==> src/rtl/servo_ramp_if.sv <==
// Command bus between the register block / PWM generator and servo_ramp.
// Latency: n/a (signal bundle only).
// Flow control: none; target_valid is a single-cycle strobe, outputs are levels.
// Ports: master = register side + PWM sink, slave = servo_ramp.
interface servo_ramp_if #(
  parameter int W      = 24,
  parameter int STEP_W = 16
);
  logic              enable;
  logic [W-1:0]      period;
  logic [W-1:0]      pulse_min;
  logic [W-1:0]      pulse_max;
  logic [STEP_W-1:0] slew_step;
  logic [W-1:0]      target;
  logic              target_valid;
  logic [W-1:0]      period_out;
  logic [W-1:0]      pulse_out;
  logic              frame_tick;
  logic              busy;
  logic              reached;

  modport master (
    output enable, period, pulse_min, pulse_max, slew_step, target, target_valid,
    input  period_out, pulse_out, frame_tick, busy, reached
  );

  modport slave (
    input  enable, period, pulse_min, pulse_max, slew_step, target, target_valid,
    output period_out, pulse_out, frame_tick, busy, reached
  );
endinterface

==> src/rtl/servo_ramp.sv <==
// Servo command stage: clamps the target, slews pulse_out toward it per PWM frame.
// Latency: outputs update only on the clock edge ending a frame_tick cycle.
// Flow control: none; a new target may arrive any cycle, last strobe wins.
// Ports: clk, reset_n (async active-low); bus = servo_ramp_if slave modport
//        (enable/period/limits/step/target in, period_out/pulse_out/flags out).
module servo_ramp #(
  parameter int W      = 24,
  parameter int STEP_W = 16
) (
  input  logic         clk,
  input  logic         reset_n,
  servo_ramp_if.slave  bus
);

  typedef enum logic [1:0] {S_DISABLED, S_HOLD, S_RAMP} state_t;

  state_t       state, state_nxt;
  logic [W-1:0] frame_cnt, frame_cnt_nxt;
  logic [W-1:0] period_lat, period_lat_nxt;
  logic [W-1:0] target_reg, target_hi_clip, target_clamped;
  logic [W-1:0] period_q, period_nxt;
  logic [W-1:0] pulse_q, pulse_nxt;
  logic         tick_q, reached_q, reached_nxt;
  logic [W:0]   diff, step_wide;
  logic [W-1:0] step_ext;
  logic         move_up, arrive, do_step;

  // Clamp: upper bound first, then lower bound, so min > max resolves to min.
  always_comb begin
    target_hi_clip = (bus.target > bus.pulse_max) ? bus.pulse_max : bus.target;
    target_clamped = (target_hi_clip < bus.pulse_min) ? bus.pulse_min : target_hi_clip;
  end

  always_ff @(posedge clk or negedge reset_n) begin
    if (!reset_n)              target_reg <= '0;
    else if (bus.target_valid) target_reg <= target_clamped;
  end

  // Frame counter wraps on its own compare so it can never run away, while
  // period_lat only reloads on a frame_tick edge. frame_tick is registered
  // from the next-cycle compare, so it is high exactly when cnt == lat.
  always_comb begin
    frame_cnt_nxt  = (frame_cnt == period_lat) ? '0 : frame_cnt + W'(1);
    period_lat_nxt = tick_q ? bus.period : period_lat;
  end

  always_ff @(posedge clk or negedge reset_n) begin
    if (!reset_n) begin
      frame_cnt  <= '0;
      period_lat <= '0;
      tick_q     <= 1'b0;
    end else begin
      frame_cnt  <= frame_cnt_nxt;
      period_lat <= period_lat_nxt;
      tick_q     <= (frame_cnt_nxt == period_lat_nxt);
    end
  end

  // Distance to target in W+1 bits; the step is zero-extended.
  always_comb begin
    move_up   = (target_reg > pulse_q);
    diff      = move_up ? ({1'b0, target_reg} - {1'b0, pulse_q})
                        : ({1'b0, pulse_q} - {1'b0, target_reg});
    step_wide = {{(W + 1 - STEP_W){1'b0}}, bus.slew_step};
    step_ext  = {{(W - STEP_W){1'b0}}, bus.slew_step};
    arrive    = (bus.slew_step == '0) || (diff <= step_wide);
  end

  always_comb begin
    state_nxt   = state;
    pulse_nxt   = pulse_q;
    period_nxt  = period_q;
    reached_nxt = 1'b0;
    do_step     = 1'b0;
    if (tick_q) begin
      case (state)
        S_DISABLED: begin
          if (bus.enable) begin
            // No known prior position: jump straight to the target.
            pulse_nxt   = target_reg;
            period_nxt  = bus.period;
            reached_nxt = 1'b1;
            state_nxt   = S_HOLD;
          end
        end
        S_HOLD, S_RAMP: begin
          if (!bus.enable) begin
            pulse_nxt  = '0;
            period_nxt = '0;
            state_nxt  = S_DISABLED;
          end else begin
            period_nxt = bus.period;
            do_step    = (state == S_RAMP) || (target_reg != pulse_q);
          end
        end
        default: state_nxt = S_DISABLED;
      endcase
    end
    if (do_step) begin
      if (arrive) begin
        pulse_nxt   = target_reg;
        reached_nxt = 1'b1;
        state_nxt   = S_HOLD;
      end else begin
        pulse_nxt = move_up ? (pulse_q + step_ext) : (pulse_q - step_ext);
        state_nxt = S_RAMP;
      end
    end
  end

  always_ff @(posedge clk or negedge reset_n) begin
    if (!reset_n) begin
      state     <= S_DISABLED;
      pulse_q   <= '0;
      period_q  <= '0;
      reached_q <= 1'b0;
    end else begin
      state     <= state_nxt;
      pulse_q   <= pulse_nxt;
      period_q  <= period_nxt;
      reached_q <= reached_nxt;
    end
  end

  assign bus.period_out = period_q;
  assign bus.pulse_out  = pulse_q;
  assign bus.frame_tick = tick_q;
  assign bus.reached    = reached_q;
  assign bus.busy       = (state != S_DISABLED) && (pulse_q != target_reg);

endmodule
==> src/flat_wrapper.sv <==
// flat-port wrapper written by rule: the top's interface ports become plain ports
module servo_ramp_flat 
#(
  parameter int W      = 24,
  parameter int STEP_W = 16
)
  (clk, reset_n, bus_enable, bus_period, bus_pulse_min, bus_pulse_max, bus_slew_step, bus_target, bus_target_valid, bus_period_out, bus_pulse_out, bus_frame_tick, bus_busy, bus_reached);
  servo_ramp_if #(.W(W), .STEP_W(STEP_W)) bus_i ();
  input  logic clk;
  input  logic reset_n;
  input wire logic [$bits(bus_i.enable)-1:0] bus_enable;
  input wire logic [$bits(bus_i.period)-1:0] bus_period;
  input wire logic [$bits(bus_i.pulse_min)-1:0] bus_pulse_min;
  input wire logic [$bits(bus_i.pulse_max)-1:0] bus_pulse_max;
  input wire logic [$bits(bus_i.slew_step)-1:0] bus_slew_step;
  input wire logic [$bits(bus_i.target)-1:0] bus_target;
  input wire logic [$bits(bus_i.target_valid)-1:0] bus_target_valid;
  output wire logic [$bits(bus_i.period_out)-1:0] bus_period_out;
  output wire logic [$bits(bus_i.pulse_out)-1:0] bus_pulse_out;
  output wire logic [$bits(bus_i.frame_tick)-1:0] bus_frame_tick;
  output wire logic [$bits(bus_i.busy)-1:0] bus_busy;
  output wire logic [$bits(bus_i.reached)-1:0] bus_reached;
  assign bus_i.enable = bus_enable;
  assign bus_i.period = bus_period;
  assign bus_i.pulse_min = bus_pulse_min;
  assign bus_i.pulse_max = bus_pulse_max;
  assign bus_i.slew_step = bus_slew_step;
  assign bus_i.target = bus_target;
  assign bus_i.target_valid = bus_target_valid;
  assign bus_period_out = bus_i.period_out;
  assign bus_pulse_out = bus_i.pulse_out;
  assign bus_frame_tick = bus_i.frame_tick;
  assign bus_busy = bus_i.busy;
  assign bus_reached = bus_i.reached;
  servo_ramp #(.W(W), .STEP_W(STEP_W)) u_core (.clk(clk), .reset_n(reset_n), .bus(bus_i));
endmodule
==> config.mk <==
export PLATFORM = sky130hd
export DESIGN_NAME = servo_ramp_flat
export DESIGN_NICKNAME = d
export VERILOG_FILES = /design/src/rtl/servo_ramp_if.sv /design/src/rtl/servo_ramp.sv /design/src/flat_wrapper.sv
export SDC_FILE = /design/constraint.sdc
export NUM_CORES = 1
export LEC_CHECK = 0
export BUFFER_PORTS_ARGS = -buffer_cell sky130_fd_sc_hd__buf_2
export CORE_MARGIN = 2
export CORE_UTILIZATION = 25
export DETAILED_ROUTE_END_ITERATION = 12
export PLACE_DENSITY_LB_ADDON = 0.15
export SLEW_MARGIN = 20
export SYNTH_ARGS = -nofsm -noshare
export SYNTH_HDL_FRONTEND = slang
export SYNTH_SLANG_ARGS = --single-unit
==> constraint.sdc <==
create_clock -name clk -period 7.1 [get_ports clk]
set_input_delay 1.42 -clock clk [delete_from_list [all_inputs] [get_ports clk]]
set_output_delay 1.42 -clock clk [all_outputs]
set_load 0.02 [all_outputs]
Yosys cells after proc, flatten, opt, wreduce, memory -nomap -nowiden
Index checks and enable logic that the tools add are counted.
- register bits: 124
- bits of input ports: 116
- output and inout bits: 51
- logic and storage cells: 68
- add/subtract/negate cells: 5
- magnitude comparators: 4
- equal/unequal tests: 9
- mux-type cells: 29
- reduce and logical (&&, ||, !) cells: 13
- operators by type and width (cell ; count):
    $mux W24 ; 12
    $pmux W24 S2 ; 2
    $sub A24 B24 Y25 ; 2
    $eq A24 B24 Y1 ; 2
    $gt A24 B24 Y1 ; 2
    $ne A24 B24 Y1 ; 2
    $le A25 B16 Y1 ; 1
    $mux W25 ; 1
    $add A24 B1 Y24 const B ; 1
    $add A24 B16 Y24 ; 1
    $lt A24 B24 Y1 ; 1
    $sub A24 B16 Y24 ; 1
    $logic_not A16 Y1 ; 1
    $mux W2 ; 5
    $mux W1 ; 8
    $ne A3 B2 Y1 const B ; 2
    $reduce_and A3 Y1 ; 2
    $reduce_bool A2 Y1 ; 3
    $pmux W2 S2 ; 1
    $reduce_and A4 Y1 ; 1
    $reduce_bool A3 Y1 ; 1
    $eq A2 B1 Y1 const B ; 1
    $eq A2 B2 Y1 const B ; 1
    $logic_not A2 Y1 ; 1
    other kinds (4) ; 5

Longest topological paths before layout
Gate-level depths: netlist of run 1.
- word-level depth: 7
- mapped depth: 26

Least setup slack after synthesis of run 1
Ideal clock, no wire load.
- path type: input to register
- start: in bus_pulse_max[15]
- end: reg u_core.target_reg[10]
- setup time: 0.066 ns
- arrival time: 5.736 ns
- data required time: 7.034 ns
- slack: 1.298 ns
- cell stages on the path: 25
- path buffers: 3
- cell sequence: inv_1 -> ha_1 -> nand3_1 -> or3_1 -> or2_2 -> o2111a_1 -> o211ai_1 -> nand2_1 -> clkbuf_1 -> clkbuf_1 -> nand2_1 -> o21ai_0 -> ha_1 -> a21o_1 -> a21o_1 -> a21o_1 -> a21oi_1 -> nor2b_1 -> o21ai_0 -> nand2b_1 -> a21oi_1 -> o221ai_1 -> nor3b_1 -> clkbuf_1 -> a221o_1
- longest elaborated chain between the ends: 4
- ends and longest elaborated chain (element ; line ; RTL):
    start: declaration ; flat_wrapper.sv:14 ; input wire logic [$bits(bus_i.pulse_max)-1:0] bus_pulse_max;
    $gt A24 B24 Y1 ; servo_ramp.sv:30 ; target_hi_clip = (bus.target > bus.pulse_max) ? bus.pulse_max : bus.target;
    $mux W24 (*) ; servo_ramp.sv:30 ;
    $lt A24 B24 Y1 ; servo_ramp.sv:31 ; target_clamped = (target_hi_clip < bus.pulse_min) ? bus.pulse_min : target_hi_clip;
    $mux W24 (*) ; servo_ramp.sv:31 ;
    end signal: assignment ; servo_ramp.sv:36 ; else if (bus.target_valid) target_reg <= target_clamped;
    end: declaration ; servo_ramp.sv:20 ; logic [W-1:0] target_reg, target_hi_clip, target_clamped;
Mark *: on every way between the ends. The rest lies on a longest branch, timed or not.
A chain may end at the register's enable or synchronous reset.

Final worst setup path of run 1
- start: in bus_target[14]
- end: reg u_core.target_reg[20]
- longest elaborated chain between the ends: 4
- ends and longest elaborated chain (element ; line ; RTL):
    start: declaration ; flat_wrapper.sv:16 ; input wire logic [$bits(bus_i.target)-1:0] bus_target;
    $gt A24 B24 Y1 ; servo_ramp.sv:30 ;
    $mux W24 (*) ; servo_ramp.sv:30 ;
    $lt A24 B24 Y1 ; servo_ramp.sv:31 ;
    $mux W24 (*) ; servo_ramp.sv:31 ;
Marked as above.

==> results of run 1 <==
## per-layer routing
metal / part of all wire, % / global-route usage (%) / vias up / wire length, um
met5: 0 / 0 / - / 0
met4: 1.7 / 4.57 / 0 / 678
met3: 5.6 / 3.31 / 32 / 2310
met2: 42 / 25.2 / 311 / 17100
met1: 51 / 25.4 / 5127 / 20800
li1: - / - / 5348 / -
## power by group through the flow
stage	registers (uW)	clock network, uW	logic (uW)
detailed placement	850	0	2150
finish	838	919	2180
floorplan	846	0	1510
global placement	848	0	2160
CTS	837	941	2170
global route	846	972	2420
## stage by stage
step	hold WS (ns)	setup WS, ns	instances	total power, uW
6_report	0.466	1.06	2179	3930
5_1_grt	0.506	0.565	2179	4230
4_1_cts	0.472	1.05	2179	3940
3_5_place_dp	0.458	0.597	2148	3000
3_3_place_gp	0.457	0.638	2148	3010
2_1_floorplan	0.439	1.30	1420	2350
## logic make-up (layout without fill, tap and decap cells)
group / count (synthesis) / after routing / synth area share [%]
fa+ha+maj: 141 / 141 / 15.4
mux: 30 / 30 / 2.83
compound gates: 394 / 394 / 22.6
simple gates: 421 / 421 / 17.2
xor+xnor: 115 / 115 / 8.69
buf+inv: 195 / 354 / 6.50
flops: 124 / 124 / 26.8
## layout make-up
type / count / share of cell area, %
multi-input combinational: 1101 / 56.5
inverter: 137 / 3.75
clock inverter: 9 / 0.995
tap: 600 / 5.48
sequential: 124 / 22.6
clock buffer: 22 / 3.46
timing repair buffer: 186 / 7.20
## cells in the final DEF (no fill, tap or decap), types with 12 or more instances in the layout
master / count
nand2_1: 149
o221ai_1: 16
mux2_2: 22
xor2_1: 52
dfrtp_1: 124
and3_1: 12
nand4_1: 34
a31oi_1: 13
a221o_1: 32
xnor2_1: 63
ha_1: 138
nor2_1: 104
nand3_1: 37
buf_4: 20
o21a_1: 14
clkbuf_16: 17
o21ai_0: 98
buf_2: 165
a21o_1: 37
inv_1: 137
a21oi_1: 95
## worst max-delay path, delay by kind of cell
family / cells / cell delay (ns)
AOI/OAI and AO/OA: 11 / 2.39
adders and majority gates: 2 / 0.63
and+or+nand+nor: 6 / 1.22
buffers and inverters: 3 / 0.66
## final timing paths
path	start	endpoint	slack (ns)	cells past startpoint
max	bus_target[14]	u_core.target_reg[20]	1.06	22
min	u_core.state[0]	u_core.state[0]	0.47	2
min reg2reg	u_core.state[0]	u_core.state[0]	0.47	2
min in group asynchronous	reset_n	u_core.bus.pulse_out[0]	0.97	1
max reg2reg	u_core.bus.pulse_out[13]	u_core.bus.pulse_out[11]	1.07	24
max in group asynchronous	reset_n	u_core.bus.pulse_out[20]	4.87	2
==> results.toml, run 1 <==
[power]
p_clk_share_pct = 23.4
power_frac_comb_pct = 55.3
peakVddDrop_uv = 187
seqPwrFrac_pct = 21.3
p_int_uw = 2200
powerDensity_nw_per_um2 = 287
leakage_uw = 0.00663
swShare_pct = 44.2
power.switching_uw = 1740

[route]
postRouteAntennaNets = 0
drc = 0
num_vias = 10800
via_per_inst = 4.96
wl_per_cell_um = 18.8
dr.first_iter.drc_count = 688
drt_first_pass_iters = 5
wirelength_mm = 40.9

[yosys]
syn_area_um2 = 11600
synth-main-ff-cell = "dfrtp_1"
yosysMostFrequentCell = "nand2_1"
syn_avg_cell_area_um2 = 8.16
async_reset_ff_share_pct = 100
synth_cells = 1420
synth_seq_area_share_pct = 26.8
synth_seq_cells = 124
yosysWarnings = 0
yosys.area.top_type = "dfrtp_1"
yosys.area.top_type_share_pct = 26.8
synth-edff-count = 0
synth.distinct_cells = 67
syn_nets = 1677
ys_top_cells_by_count = "nand2_1, ha_1, inv_1"
synthTopCellsByArea = "dfrtp_1, ha_1, nand2_1"

[worst_setup_path]
crit_path_end_kind = "flip-flop"
cp_slowest_stage_delay_ns = 0.39
crit_chain = "buf_2 -> ha_1 -> nand3_1 -> or3_1 -> or2_2 -> o2111a_1 -> o211ai_1 -> nand2_1 -> buf_4 -> o21ai_0 -> ha_1 -> a21o_1 -> a21o_1 -> a21oi_1 -> nor2b_1 -> o21ai_0 -> nand2b_1 -> a21oi_1 -> o221ai_1 -> o21a_1 -> buf_4 -> a221o_1"
critPathKind = "input pin to flip-flop"
required_ns = 7.42
slowest_stage = "or3_1"
crit_fanout = 31
cp-start-kind = "input pin"
arrival_ns = 6.36

[timing]
maxSlewHeadroom_pct = 28.4
rsz0062_at_grt = "false"
finClkSkew_ns = 0.0156
setup_violations = 0
slew_viol_final = 0
timing.fmax_mhz = 166
tns_ns = 0
worst_pin_slew_ns = 1.07
finalCritPeriodShare_pct = 85.1
hold_viol = 0
period_minus_slack_ns = 6.04

[finish]
multi_input_area_um2 = 7740
utilization_pct = 30.1
nFillCells = 4865
layout.nets = 1824
seqCellArea_um2 = 3100
drive_above_1_share_pct = 16.5
areaGrowthSynthToFinish_pct = 18.3
final_area_um2 = 13700
antenna_cells = 0

[global_route]
grt_pass1_wl_mm = 63.0
grt_antenna_before_repair = 1
grt_max_degree = 82
grt_pass1_vias = 10600
grt_overflow = 0
grt_use_total_pct = 17.2

[clock_tree]
cts_resized = 0
cts.sinks = 124
clk_latency_ns = 0.45
clk_path_buf_depth = 2
cts_htree_levels = 4
clk_pin_slew_ns = 0.06
cts_made_buffers = 17
cts_setup_buffers = 0
cts_tree = "done"
cts_hold_buffers = 0
cts-root-buf = "clkbuf_16"

[placed_design]
gp_congestion = 0.873
postPlaceCellArea_um2 = 13100
port_buffers = 166
dpl.hpwl_mm = 33.5

[floorplanning]
initial_utilization_pct = 25.4
rows = 78
io_pins = 167
die_y_um = 219
core_area_um2 = 45600
die_area_um2 = 48100
die_w_um = 219

[run_status]
status = "finished clean"

[flow_run]
maxCapViolations = 0

[hold_path]
worstHoldPathType = "flip-flop to flip-flop"
(Power assumes the default switching activity.)
==> inputs of run 2 (changes only) <==
--- a/config.mk
+++ b/config.mk
@@ -9,7 +9,9 @@
 export CORE_MARGIN = 2
 export CORE_UTILIZATION = 25
 export DETAILED_ROUTE_END_ITERATION = 12
+export GPL_TIMING_DRIVEN = 0
 export PLACE_DENSITY_LB_ADDON = 0.15
+export REMOVE_ABC_BUFFERS = 1
 export SLEW_MARGIN = 20
 export SYNTH_ARGS = -nofsm -noshare
 export SYNTH_HDL_FRONTEND = slang
==> run 2 against run 1 <==
Against the previous run:
- die area unchanged
- hold slack better by 0.0053 ns
- sequential cell count unchanged
- global-route usage down 1.2 points
- sequential power about the same
- combinational power down 4%
- count of clock-buffer cells in the layout down 4
==> results.toml, run 2 (synthesized netlist as in run 1, its figures left out) <==
[clock_tree]
cts_tree = "done"
clk_pin_slew_ns = 0.06
cts-root-buf = "clkbuf_16"
cts_hold_buffers = 0
cts.sinks = 124
clk_path_buf_depth = 2
cts_made_buffers = 17
cts_htree_levels = 4
cts_setup_buffers = 0
clk_latency_ns = 0.45

[route]
wirelength_mm = 38.1
wl_per_cell_um = 17.6
postRouteAntennaNets = 0
drc = 0
via_per_inst = 4.85
num_vias = 10500
dr.first_iter.drc_count = 576
drt_first_pass_iters = 5

[timing]
hold_viol = 0
setup_violations = 0
rsz0062_at_grt = "false"
finClkSkew_ns = 0.0109
worst_pin_slew_ns = 0.889
slew_viol_final = 0
timing.fmax_mhz = 154
finalCritPeriodShare_pct = 91.4
period_minus_slack_ns = 6.49
maxSlewHeadroom_pct = 40.8

[power]
powerDensity_nw_per_um2 = 277
seqPwrFrac_pct = 22.0
power_frac_comb_pct = 55.3
swShare_pct = 44.8
p_clk_share_pct = 22.7
peakVddDrop_uv = 173
power.switching_uw = 1700
leakage_uw = 0.00658
power_uw = 3790
p_int_uw = 2090

[finish]
nFillCells = 4986
drive_above_1_share_pct = 16.5
multi_input_area_um2 = 7780
final_common_cell = "buf_2"
instances_no_fill = 2168
final_cell_mix = "buf_2, nand2_1, ha_1"
layout.nets = 1812
areaGrowthSynthToFinish_pct = 18.1
seqCellArea_um2 = 3100
antenna_cells = 0

[placed_design]
dpl.hpwl_mm = 30.4
port_buffers = 166
gp_congestion = 0.843
dp_cells = 2136

[floorplanning]
rows = 78
initial_utilization_pct = 25.4
io_pins = 167
die_w_um = 219
core_area_um2 = 45600
die_y_um = 219
die_area_um2 = 48100

[worst_setup_path]
critPathKind = "flip-flop to flip-flop"
crit_fanout = 31
r2r_end = "u_core.bus.pulse_out[8]"
arrival_ns = 6.87
r2r_slack_ns = 0.61
reg2reg_from = "u_core.bus.pulse_out[9]"
cp-start-kind = "flip-flop"
crit_path_end_kind = "flip-flop"
startpoint = "u_core.bus.pulse_out[9]"
required_ns = 7.48
r2r_cells = 24
endpoint = "u_core.bus.pulse_out[8]"

[run_status]
status = "finished clean"

[flow_run]
maxCapViolations = 0

[global_route]
grt_antenna_before_repair = 0
grt_overflow = 0
grt_pass1_wl_mm = 59.1
grt_max_degree = 90
grt_use_total_pct = 16.0
grt_pass1_vias = 10400

[hold_path]
worstHoldPathType = "flip-flop to flip-flop"
==> run 2: cell count changes in the layout (fill, tap and decap cells not counted), sizes merged <==
cell | previous run | this run
inv | 138 | 142
clkinvlp | 2 | 4
bufinv | 3 | 1
clkbuf | 22 | 18
clkinv | 3 | 4
buf | 186 | 174
==> run 2: power groups by stage <==
stage	registers [uW]	logic [uW]	clock network, uW
floorplan	846	1490	0
global placement	847	2050	0
detailed placement	848	2080	0
CTS	835	2090	898
global route	842	2350	923
finish	836	2090	861
==> run 2: timing repair <==
action                                 4_1_cts  5_1_grt
gates resized for setup                      0        3
endpoints found under the hold margin        0        0
setup endpoints to repair                    0       35
==> run 2: cell type report <==
| cell class | count | area share (%) |
|---|---|---|
| Sequential cell | 124 | 22.7 |
| Tap cell | 600 | 5.49 |
| Inverter | 137 | 3.76 |
| Clock inverter | 14 | 1.01 |
| Timing Repair Buffer | 174 | 7.02 |
| Multi-Input combinational cell | 1101 | 56.9 |
| Clock buffer | 18 | 3.14 |
==> run 2: stage by stage <==
stage	cell area [um^2]	setup slack [ns]	util (%)	hold WS [ns]	setup TNS, ns
floorplan	11300	0.210	-	0.439	0
global placement	12900	-2.11	28.4	0.457	-50.89
detailed placement	13100	-0.170	28.7	0.460	-2.97
CTS	13700	0.0738	30.0	0.474	0
global route	13700	0.162	30.0	0.501	0
finish	13700	0.611	30.0	0.472	0
==> run 2: how the worst min path moves through the flow <==
stage | from | end | slack [ns] | depth (start not counted)
after floorplan | u_core.state[0] | u_core.state[0] | 0.44 | 2
after global placement | u_core.state[0] | u_core.state[0] | 0.46 | 2
after detailed placement | u_core.state[0] | u_core.state[0] | 0.46 | 2
after CTS | u_core.state[0] | u_core.state[0] | 0.47 | 2
after global routing | u_core.bus.period_out[17] | u_core.bus.period_out[17] | 0.50 | 2
final | u_core.bus.period_out[17] | u_core.bus.period_out[17] | 0.47 | 2
==> run 2: worst max-delay path: stages, from the launching register on <==
cell and delay (ns):
dfrtp_1 0.47, inv_1 0.09, ha_1 0.50, nand2_1 0.23, or4_4 0.48, a31oi_2 0.28, o31a_1 0.28, a21o_4 0.40
nor3b_1 0.09, a21oi_1 0.22, nor2b_1 0.25, a21oi_1 0.11, o221ai_1 0.23, xor2_1 0.20, ha_1 0.27, a21o_1 0.16
a21oi_1 0.24, nand2_1 0.09, o211ai_1 0.17, a221oi_1 0.16, a2111oi_2 0.25, o21ai_1 0.15, o21ai_1 0.21, and2_1 0.60
a221o_1 0.26
==> run 2: per-layer routing <==
| layer | vias up | part of all wire [%] | global-route usage, % |
|---|---|---|---|
| li1 | 5321 | - | - |
| met3 | 38 | 4.4 | 3.05 |
| met4 | 0 | 1.9 | 4.64 |
| met1 | 4904 | 48 | 21.4 |
| met5 | - | 0 | 0 |
| met2 | 257 | 45 | 26.1 |
==> inputs of run 3 (changes only) <==
--- a/config.mk
+++ b/config.mk
@@ -10,7 +10,6 @@
 export CORE_UTILIZATION = 25
 export DETAILED_ROUTE_END_ITERATION = 12
 export GPL_TIMING_DRIVEN = 0
-export PLACE_DENSITY_LB_ADDON = 0.15
 export REMOVE_ABC_BUFFERS = 1
 export SLEW_MARGIN = 20
 export SYNTH_ARGS = -nofsm -noshare
==> constraint.sdc (replaced) <==
create_clock -name clk -period 7.1 [get_ports clk]
set_input_delay 0.355 -clock clk [delete_from_list [all_inputs] [get_ports clk]]
set_output_delay 0.355 -clock clk [all_outputs]
set_load 0.02 [all_outputs]
==> run 3 against run 2 <==
Against the previous run:
- combinational power about the same
- sequential power is essentially flat
- global-route usage down 0.58 points
- cell count about the same
- via count is 3.6% higher
- critical path depth shrank 4
- first-iteration DRC count increased by 34%
- critical path type unchanged
- critical endpoint is now u_core.bus.pulse_out[23]
==> results.toml, run 3 (synthesized netlist as in run 1, its figures left out) <==
[route]
drt_first_pass_iters = 5
via_per_inst = 5.03
wirelength_mm = 37.1
met3RoutedLength_mm = 1.68
m1WireLength_mm = 18.0
wl_per_cell_um = 17.1
drc = 0
postRouteAntennaNets = 0
wl_met2_mm = 16.5
dr.first_iter.drc_count = 770
num_vias = 10900
dr.max_layer_used = "met4"

[placed_design]
postPlaceCellArea_um2 = 13000
gp_congestion = 0.907
dpl.hpwl_mm = 30.5
port_buffers = 166

[worst_setup_path]
slowest_stage = "o22ai_1"
arrival_ns = 6.88
critPathBufInv = 1
worst_path_dominant_cell_family = "compound AO/OA/AOI/OAI gates"
critPathKind = "flip-flop to flip-flop"
cp_slowest_stage_delay_ns = 0.62
crit_fanout = 31
cp-start-kind = "flip-flop"
crit_chain = "inv_1 -> ha_1 -> nand2_1 -> or4_4 -> a31oi_2 -> o31a_1 -> a21o_2 -> mux2i_1 -> ha_1 -> nor2b_1 -> o31a_1 -> o22ai_1 -> o22ai_1 -> o21ai_0 -> o211a_1 -> o21bai_1 -> a21oi_1 -> xor2_1 -> or4b_1 -> o221ai_1"
crit_path_end_kind = "flip-flop"
required_ns = 7.45

[power]
power_frac_comb_pct = 54.9
powerDensity_nw_per_um2 = 280
p_int_uw = 2120
power.switching_uw = 1700
leakage_uw = 0.00656
seqPwrFrac_pct = 21.9
peakVddDrop_uv = 157
swShare_pct = 44.5
p_clk_share_pct = 23.3
power_uw = 3820

[timing]
finalCritPeriodShare_pct = 91.9
timing.fmax_mhz = 153
slew_viol_final = 0
maxSlewHeadroom_pct = 31.3
rsz0062_at_grt = "false"
tns_ns = 0
worst_pin_slew_ns = 1.03
period_minus_slack_ns = 6.52
hold_viol = 0
setup_violations = 0
finClkSkew_ns = 0.0133

[clock_tree]
cts.sinks = 124
cts_tree = "done"
clk_latency_ns = 0.45
clk_path_buf_depth = 2
cts_made_buffers = 17
cts_setup_buffers = 0
cts-root-buf = "clkbuf_16"
cts_htree_levels = 4
clk_pin_slew_ns = 0.06

[floorplanning]
initial_utilization_pct = 25.4
io_pins = 167
die_w_um = 219
rows = 78
die_area_um2 = 48100
core_area_um2 = 45600
die_y_um = 219

[finish]
final_area_um2 = 13600
utilization_pct = 29.9
layout.nets = 1809
final_cell_mix = "buf_2, nand2_1, ha_1"
nFillCells = 4784
areaGrowthSynthToFinish_pct = 17.7
drive_above_1_share_pct = 16.2
final_common_cell = "buf_2"

[run_status]
status = "finished clean"

[global_route]
grt_pass1_wl_mm = 57.7
grt_pass1_vias = 10400
grt_use_total_pct = 15.4
grt_max_degree = 92
grt_antenna_before_repair = 1
grt_overflow = 0

[hold_path]
worstHoldPathType = "input pin to flip-flop"

[flow_run]
maxCapViolations = 0
run 3: worst min-delay path, delay by kind of cell:
family	cells	cell delay [ns]
and+or+nand+nor	1	0.04
AOI/OAI and AO/OA	1	0.06
buffers and inverters	1	0.10
run 3: final timing paths:
check,start,to,slack [ns],cells after the start
max in group asynchronous,reset_n,u_core.bus.frame_tick,5.96,3
min in group asynchronous,reset_n,u_core.bus.pulse_out[5],0.36,2
max,u_core.bus.pulse_out[9],u_core.bus.pulse_out[23],0.58,20
min,bus_period[16],u_core.bus.period_out[16],0.16,3
min reg2reg,u_core.bus.period_out[22],u_core.bus.period_out[22],0.47,2
max reg2reg,u_core.bus.pulse_out[9],u_core.bus.pulse_out[23],0.58,20
run 3: layer usage:
layer	vias up	GRT usage, %
met4	0	5.63
li1	5307	-
met2	336	23.8
met1	5200	21.8
met3	52	2.00
met5	-	0
run 3: area by class of cell:
cell class	count	area [um^2]	area share [%]
Inverter	137	514	3.77
Clock buffer	18	439	3.22
Clock inverter	14	160	1.17
Antenna cell	1	2.50	0.0183
Timing Repair Buffer	171	905	6.63
Sequential cell	124	3100	22.8
Tap cell	600	751	5.50
Multi-Input combinational cell	1101	7760	56.9
run 3: power by group through the flow:
stage	sequential (uW)	combinational [uW]	clock, uW
CTS	833	2070	912
finish	836	2090	888
detailed placement	846	2050	0
global placement	844	2020	0
global route	840	2310	943
floorplan	846	1490	0
run 3: per-stage QoR:
step	hold WS (ns)	std cells	worst slack (ns)
after CTS	0.130	2165	0.145
after global placement	0.456	2128	-0.413
after floorplan	0.0594	1362	1.27
final	0.158	2166	0.577
after detailed placement	0.244	2132	0.180
after global routing	0.148	2166	0.168
run 3: timing repair:
item	CTS	global route
endpoints found under the setup margin	0	1
endpoints found under the hold margin	33	0
resized for setup	0	1
hold buffers	1	0
